File: src/rtl/i2c_master_ctrl.sv
// I2C initiator for single-register write (S,aW,idx,data,P) and read (S,aW,idx,Sr,aR,data+NACK,P) frames.
// Open-drain SCL/SDA via oe/out pairs; bus timing derived from a CLK_DIV quarter-period tick.
module i2c_master_ctrl #(
    parameter int unsigned CLK_DIV = 50
) (
    input  logic       clk_i,
    input  logic       rst_i,
    input  logic       start_i,
    input  logic       rw_i,
    input  logic [6:0] dev_addr_i,
    input  logic [7:0] index_i,
    input  logic [7:0] wdata_i,
    output logic [7:0] rdata_o,
    output logic       busy_o,
    output logic       done_o,
    output logic       ack_err_o,
    output logic       scl_out_o,
    output logic       scl_oe_o,
    input  logic       sda_in_i,
    output logic       sda_out_o,
    output logic       sda_oe_o
);

    typedef enum logic [2:0] {
        IDLE, START, TX, RXACK, RSTART, RX, MACK, STOP
    } state_e;

    localparam logic [15:0] DIV_LAST = 16'(CLK_DIV - 1);

    state_e      state_q, state_d;
    logic [15:0] div_q, div_d;
    logic [1:0]  qtr_q, qtr_d;
    logic [2:0]  bit_q, bit_d;
    logic [1:0]  sel_q, sel_d;
    logic [7:0]  shift_q, shift_d;
    logic        rw_q, rw_d;
    logic [6:0]  addr_q, addr_d;
    logic [7:0]  index_q, index_d;
    logic [7:0]  wdata_q, wdata_d;
    logic        ack_bit_q, ack_bit_d;
    logic        ack_err_q, ack_err_d;
    logic [7:0]  rdata_q, rdata_d;
    logic        done_q, done_d;
    logic        scl_oe_q, scl_oe_d;
    logic        sda_oe_q, sda_oe_d;
    logic [1:0]  sync_q;

    logic sda_s, tick, sample, slot_end, accept;

    assign sda_s    = sync_q[1];
    assign tick     = (div_q == DIV_LAST);
    assign sample   = tick && (qtr_q == 2'd2);
    assign slot_end = tick && (qtr_q == 2'd3);
    assign accept   = (state_q == IDLE) && !done_q && start_i;

    always_comb begin
        state_d   = state_q;
        div_d     = div_q;
        qtr_d     = qtr_q;
        bit_d     = bit_q;
        sel_d     = sel_q;
        shift_d   = shift_q;
        rw_d      = rw_q;
        addr_d    = addr_q;
        index_d   = index_q;
        wdata_d   = wdata_q;
        ack_bit_d = ack_bit_q;
        ack_err_d = ack_err_q;
        rdata_d   = rdata_q;
        done_d    = 1'b0;
        scl_oe_d  = 1'b0;
        sda_oe_d  = 1'b0;

        if (state_q == IDLE) begin
            div_d = '0;
            qtr_d = '0;
        end else if (tick) begin
            div_d = '0;
            qtr_d = qtr_q + 2'd1;
        end else begin
            div_d = div_q + 16'd1;
        end

        // Line levels are registered, so pins trail the quarter counter by one clk.
        // In Q0 of a data slot SDA keeps its previous level; new bits appear at Q1.
        case (state_q)
            IDLE: begin
                if (accept) begin
                    rw_d      = rw_i;
                    addr_d    = dev_addr_i;
                    index_d   = index_i;
                    wdata_d   = wdata_i;
                    ack_err_d = 1'b0;
                    state_d   = START;
                end
            end
            START: begin
                sda_oe_d = qtr_q[1];
                if (slot_end) begin
                    shift_d = {addr_q, 1'b0};
                    bit_d   = '0;
                    sel_d   = 2'd0;
                    state_d = TX;
                end
            end
            TX: begin
                scl_oe_d = ~qtr_q[1];
                sda_oe_d = (qtr_q == 2'd0) ? sda_oe_q : ~shift_q[7];
                if (slot_end) begin
                    if (bit_q == 3'd7) begin
                        state_d = RXACK;
                    end else begin
                        bit_d   = bit_q + 3'd1;
                        shift_d = {shift_q[6:0], 1'b0};
                    end
                end
            end
            RXACK: begin
                scl_oe_d = ~qtr_q[1];
                sda_oe_d = (qtr_q == 2'd0) ? sda_oe_q : 1'b0;
                if (sample) ack_bit_d = sda_s;
                if (slot_end) begin
                    bit_d = '0;
                    if (ack_bit_q) begin
                        ack_err_d = 1'b1;
                        state_d   = STOP;
                    end else begin
                        case (sel_q)
                            2'd0: begin
                                shift_d = index_q;
                                sel_d   = 2'd1;
                                state_d = TX;
                            end
                            2'd1: begin
                                if (rw_q) begin
                                    state_d = RSTART;
                                end else begin
                                    shift_d = wdata_q;
                                    sel_d   = 2'd2;
                                    state_d = TX;
                                end
                            end
                            2'd2:    state_d = STOP;
                            default: state_d = RX;
                        endcase
                    end
                end
            end
            RSTART: begin
                scl_oe_d = ~qtr_q[1];
                sda_oe_d = (qtr_q == 2'd3);
                if (slot_end) begin
                    shift_d = {addr_q, 1'b1};
                    bit_d   = '0;
                    sel_d   = 2'd3;
                    state_d = TX;
                end
            end
            RX: begin
                scl_oe_d = ~qtr_q[1];
                if (sample) shift_d = {shift_q[6:0], sda_s};
                if (slot_end) begin
                    if (bit_q == 3'd7) state_d = MACK;
                    else               bit_d   = bit_q + 3'd1;
                end
            end
            MACK: begin
                scl_oe_d = ~qtr_q[1];
                if (slot_end) begin
                    rdata_d = shift_q;
                    state_d = STOP;
                end
            end
            STOP: begin
                scl_oe_d = ~qtr_q[1];
                sda_oe_d = (qtr_q != 2'd3);
                if (slot_end) begin
                    done_d  = 1'b1;
                    state_d = IDLE;
                end
            end
            default: state_d = IDLE;
        endcase
    end

    always_ff @(posedge clk_i) begin
        if (rst_i) begin
            state_q   <= IDLE;
            div_q     <= '0;
            qtr_q     <= '0;
            bit_q     <= '0;
            sel_q     <= '0;
            shift_q   <= '0;
            rw_q      <= 1'b0;
            addr_q    <= '0;
            index_q   <= '0;
            wdata_q   <= '0;
            ack_bit_q <= 1'b0;
            ack_err_q <= 1'b0;
            rdata_q   <= '0;
            done_q    <= 1'b0;
            scl_oe_q  <= 1'b0;
            sda_oe_q  <= 1'b0;
            sync_q    <= '1;
        end else begin
            state_q   <= state_d;
            div_q     <= div_d;
            qtr_q     <= qtr_d;
            bit_q     <= bit_d;
            sel_q     <= sel_d;
            shift_q   <= shift_d;
            rw_q      <= rw_d;
            addr_q    <= addr_d;
            index_q   <= index_d;
            wdata_q   <= wdata_d;
            ack_bit_q <= ack_bit_d;
            ack_err_q <= ack_err_d;
            rdata_q   <= rdata_d;
            done_q    <= done_d;
            scl_oe_q  <= scl_oe_d;
            sda_oe_q  <= sda_oe_d;
            sync_q    <= {sync_q[0], sda_in_i};
        end
    end

    assign rdata_o   = rdata_q;
    assign busy_o    = (state_q != IDLE) || done_q || accept;
    assign done_o    = done_q;
    assign ack_err_o = ack_err_q;
    assign scl_out_o = 1'b0;
    assign scl_oe_o  = scl_oe_q;
    assign sda_out_o = 1'b0;
    assign sda_oe_o  = sda_oe_q;

endmodule

File: config.mk
export PLATFORM = sky130hd
export DESIGN_NAME = i2c_master_ctrl
export DESIGN_NICKNAME = d
export VERILOG_FILES = /design/src/rtl/i2c_master_ctrl.sv
export SDC_FILE = /design/constraint.sdc
export NUM_CORES = 1
export LEC_CHECK = 0
export CAP_MARGIN = 20
export CELL_PAD_IN_SITES_DETAIL_PLACEMENT = 1
export CELL_PAD_IN_SITES_GLOBAL_PLACEMENT = 1
export CORE_MARGIN = 2
export CORE_UTILIZATION = 43
export CTS_BUF_LIST = sky130_fd_sc_hd__clkbuf_8
export DETAILED_ROUTE_END_ITERATION = 10
export PLACE_DENSITY_LB_ADDON = 0.1
export SKIP_CTS_REPAIR_TIMING = 1
export SYNTH_ARGS = -nofsm -noshare
export SYNTH_HDL_FRONTEND = slang
export SYNTH_SLANG_ARGS = --single-unit
File: constraint.sdc
create_clock -name clk_i -period 2.4 [get_ports clk_i]
set_clock_uncertainty 0.1 [all_clocks]
set_input_delay 0.36 -clock clk_i [delete_from_list [all_inputs] [get_ports clk_i]]
set_output_delay 0.36 -clock clk_i [all_outputs]
set_load 0.005 [all_outputs]
==> results of run 1 <==
-- final cells by class --
class,count,area share
multi-input cells,310,0.438
flip-flops and latches,73,0.349
repair buffers,53,0.118
well taps,102,0.0305
clock buffers,9,0.0296
clock inverters,6,0.0278
inverters,9,0.00806
-- path summary, 6_finish.rpt --
path                                         startpoint                 endpoint  slack (ps)  depth (start not counted)
worst max-delay path            state_q[0]$_SDFFE_PP0P_                   busy_o         120                          3
worst min-delay path                              rst_i  rdata_o[4]$_SDFFE_PP0P_         310                          2
worst max register to register  state_q[1]$_SDFFE_PP0P_  shift_q[4]$_SDFFE_PP0P_         190                          7
worst min register to register     sync_q[0]$_SDFF_PP1_     sync_q[1]$_SDFF_PP1_         310                          1
-- through the flow --
stage,setup slack [ps],util,instances,instance area (um2)
floorplan,340,-,422,3470
global placement,307,0.508,547,3940
detailed placement,236,0.508,547,3940
CTS,102,0.538,562,4180
global route,11.7,0.539,562,4190
finish,121,0.539,562,4190
-- worst max-delay path: stages, from the launching register on --
cell and delay, ps:
dfxtp_1 710, nor3_2 170, nand2_1 90, clkdlybuf4s50_1 510
-- cell families after synthesis --
| logic type | after synthesis | share of synthesized area |
|---|---|---|
| XOR/XNOR | 15 | 0.0379 |
| AND/OR/NAND/NOR | 193 | 0.272 |
| adder cells (fa/ha/maj) | 10 | 0.0361 |
| buffers and inverters | 39 | 0.0530 |
| AO/OA/AOI/OAI | 77 | 0.140 |
| other | 1 | 0.00108 |
| multiplexers | 13 | 0.0386 |
| flip-flops | 73 | 0.421 |
-- per-layer routing --
layer | GRT usage | up-vias | wire length [um]
met2 | 0.363 | 50 | 4160
met4 | 0.0447 | 0 | 73
li1 | - | 1527 | -
met5 | 0 | - | 0
met1 | 0.287 | 1469 | 4350
met3 | 0.0441 | 8 | 326
-- flip-flops by register name, summed over array words and instances (netlist names) --
register,count
shift_q,8
addr_q,7
done_o,1
div_q,16
rw_q,1
ack_bit_q,1
sel_q,2
scl_oe_o,1
state_q,3
index_q,8
bit_q,3
sda_oe_o,1
sync_q,2
qtr_q,2
rdata_o,8
ack_err_o,1
wdata_q,8
-- power by group through the flow --
stage	Sequential (mW)	Combinational [mW]	Clock [mW]
after floorplan	1.29	0.129	0
after detailed placement	1.30	0.202	0
after global placement	1.30	0.198	0
after CTS	1.27	0.204	1.20
final	1.27	0.201	1.17
after global routing	1.28	0.227	1.25
-- cell usage after synthesis (3+ instances only) --
master    count  area share
and3b_1       3      0.0076
ha_1         10       0.036
o21ai_0      15       0.022
clkbuf_1     13       0.014
inv_1         9      0.0097
nand4_1       9       0.016
a21oi_1      35       0.051
nand2b_1      4      0.0072
or2_2         5      0.0090
a211oi_1      4      0.0087
xor2_1        9       0.023
nor2_1       45       0.049
xnor2_1       6       0.015
dfxtp_1      73        0.42
buf_2        12       0.017
a311oi_1      6       0.015
nor3_1       19       0.027
mux2i_1      12       0.035
nand3_1      21       0.030
nand2_1      64       0.069
nor2b_1       5      0.0090
==> out/qor.txt, run 1 <==
Max Buffers Root-to-Sink = 2
Commonest non-fill, non-tap cells in the layout = dfxtp_1 (73), nand2_1 (64), nor2_1 (45)
First-pass GRT wire length = 15,100 um
Remaining Overflow, GRT = 0
Max_cap viols = 0
Vias in the first global route = 3,099
Crit path DAT = 1820 ps
Fin Hold WS = 307 ps
Final Hold Fails = 0
Post-synth EDFFs = 0
Synthesis-to-finish area growth = 20.8%
Status = finished clean
Drt total wl = 8920 um
# fillers = 944
Unrepaired setup endpoints after global routing = false
Die Width = 93.8 um
Antenna Cells = 0
P_sw = 0.616 mW
Clock sink count = 73
Clk_lat worst skew = 340 ps
Die height = 93.8 um
WL/cell = 15.9 um
Clock power frac = 0.442
Worst Tran Pin Value = 719 ps
Main synth FF type = dfxtp_1
Initial antenna violation count = 0
Leak = 1.58 nW
F_max = 439 MHz
CP Max Fanout = 18
WP data required = 1940 ps
Register area = 1460 um2
Kind of critical path = reg -> out
Gpl congestion = 0.801
Core Area = 7770 um2
Via/cell ratio = 5.43
Routed Antenna Nets = 0
Peak supply drop = 0.271 mV
DRT Pass-1 Iters = 4
FF+latch count, synth = 73
Nets@finish = 494
Largest net degree at the start of global routing = 41
Vias = 3,054
IO Port Bufs = 40
Startpoint Class = flop
Num CTS Buffers = 9
Distinct cells, synth = 58
HP Class = in -> reg
Drc violations = 0
Hpwl dp = 6180 um
# IOs = 43
Setup TNS = 0 ps
Post-synth ARST share = 0
Critical Path End Type = output pin
Multi-input logic area = 1830 um2
Drt first-iter violations = 119
Power Total = 2.64 mW
TritonCTS clock tree = yes
Fin crit share = 0.950
Final Critical Period = 2280 ps
Most common cell after layout, fill and taps aside = dfxtp_1
Synth Cell Area = 3470 um2
Synth warn = 0
Power Internal = 2.03 mW
Pins Over Slew Limit = 0
Starting Density = 0.447
Reg clk slew, reported paths = 80 ps
Synthesized instance count = 421
Synthesized area per cell = 8.24 um2
Register area share after synthesis = 0.421
Switch share = 0.233
H-tree levels = 3
GRT Util Overall = 0.216
Final setup violation count = 0
Power per cell area = 631 nW/um2
Comb power frac = 0.076
DIE AREA = 8800 um2
Slew HR = 0.517
Fraction of final layout cells sized beyond drive strength 1 = 0.102
Row count = 32
Root Buffer = clkbuf_8
Flop pwr share = 0.482
Note: power is estimated with default switching activity, not from simulation.
==> run 2: changes to the inputs <==
--- a/config.mk
+++ b/config.mk
@@ -12,6 +12,7 @@
 export CORE_UTILIZATION = 43
 export CTS_BUF_LIST = sky130_fd_sc_hd__clkbuf_8
 export DETAILED_ROUTE_END_ITERATION = 10
+export MAX_ROUTING_LAYER = met4
 export PLACE_DENSITY_LB_ADDON = 0.1
 export SKIP_CTS_REPAIR_TIMING = 1
 export SYNTH_ARGS = -nofsm -noshare
==> out/qor.txt, run 2 (same netlist as run 1, synthesis figures left out) <==
Status = finished clean
Vias = 3,078
HP Class = in -> reg
Kind of critical path = reg -> out
Power per cell area = 632 nW/um2
Drt first-iter violations = 115
FF-to-FF Start = state_q[1]$_SDFFE_PP0P_
Clock sink count = 73
Row count = 32
Vias in the first global route = 3,099
Fraction of final layout cells sized beyond drive strength 1 = 0.102
Multi-input logic area = 1830 um2
Worst Tran Pin Value = 716 ps
IO Port Bufs = 40
Routed Antenna Nets = 0
Largest Register = div_q
CP Max Fanout = 18
Post-Layout Cell Count = 562
Max_cap viols = 0
Antenna Cells = 0
Nets@finish = 494
Hold Crit Start = rst_i
WP data required = 1940 ps
CP top delay family = flip-flops
Max Used Layer = met4
M1 wire length = 4410 um
Post-Place Setup Slack = 236 ps
TritonCTS clock tree = yes
Max FFs per register = 16
Hpwl dp = 6180 um
Synthesis-to-finish area growth = 20.8%
Remaining Overflow, GRT = 0
First-pass GRT wire length = 15,100 um
Die height = 93.8 um
DIE AREA = 8800 um2
DRT Pass-1 Iters = 4
Num CTS Buffers = 9
H-tree levels = 3
Max Buffers Root-to-Sink = 2
Startpoint Class = flop
Slowest CP cell = dfxtp_1
Gpl congestion = 0.813
Clk_lat worst skew = 340 ps
Setup WS post-layout = 118 ps
Fin crit share = 0.951
Bufs and invs on worst path = 1
Leak = 1.58 nW
Largest net degree at the start of global routing = 41
Unrepaired setup endpoints after global routing = false
Root Buffer = clkbuf_8
F_max = 438 MHz
Wire length on met2 = 4210 um
Final Hold Fails = 0
Critical-path cell list = nor3_2, nand2_1, clkdlybuf4s50_1
# IOs = 43
Starting Density = 0.447
Critical Path End Type = output pin
Peak supply drop = 0.271 mV
Drc violations = 0
Via/cell ratio = 5.48
Fin Hold WS = 308 ps
Die Width = 93.8 um
Initial antenna violation count = 0
Crit path DAT = 1820 ps
# fillers = 944
Placed Cells = 547
Setup TNS = 0 ps
Slew HR = 0.520
Register area = 1460 um2
GRT Util Overall = 0.221
Met3 wire len = 280 um
CP Launch Point = state_q[0]$_SDFFE_PP0P_
Final setup violation count = 0
Pins Over Slew Limit = 0
Power Total = 2.65 mW
Core Area = 7770 um2
Most common cell after layout, fill and taps aside = dfxtp_1
Commonest non-fill, non-tap cells in the layout = dfxtp_1 (73), nand2_1 (64), nor2_1 (45)
Reg clk slew, reported paths = 80 ps
CP peak stage delay = 710 ps
Final Critical Period = 2280 ps
Drt total wl = 8970 um
WL/cell = 16.0 um
## run 2: per-stage QoR
stage	utilization	cell area, um2
detailed placement	0.508	3940
floorplan	-	3470
global route	0.539	4190
finish	0.539	4190
global placement	0.508	3940
CTS	0.538	4180
## run 2: area by class of cell
type                            count  share of cell area
Timing Repair Buffer               53               0.118
Multi-Input combinational cell    310               0.438
Clock buffer                        9              0.0296
Tap cell                          102              0.0305
Sequential cell                    73               0.349
Inverter                            9             0.00806
Clock inverter                      6              0.0278
## run 2: power by group
group	switching (mW)	internal [mW]
logic	0.110	0.0916
registers	0.0293	1.24
clock network	0.478	0.692
## run 2: layer usage
| layer | vias up | track usage |
|---|---|---|
| li1 | 1523 | - |
| met1 | 1493 | 0.286 |
| met2 | 54 | 0.364 |
| met3 | 8 | 0.0433 |
| met4 | 0 | 0.0447 |
| met5 | - | - |
## run 2: path summary, 6_finish.rpt
kind / end / slack, ps / cells past startpoint
worst min register to register: sync_q[1]$_SDFF_PP1_ / 310 / 1
worst max-delay path: busy_o / 120 / 3
worst max register to register: shift_q[4]$_SDFFE_PP0P_ / 190 / 7
worst min-delay path: rdata_o[4]$_SDFFE_PP0P_ / 310 / 2
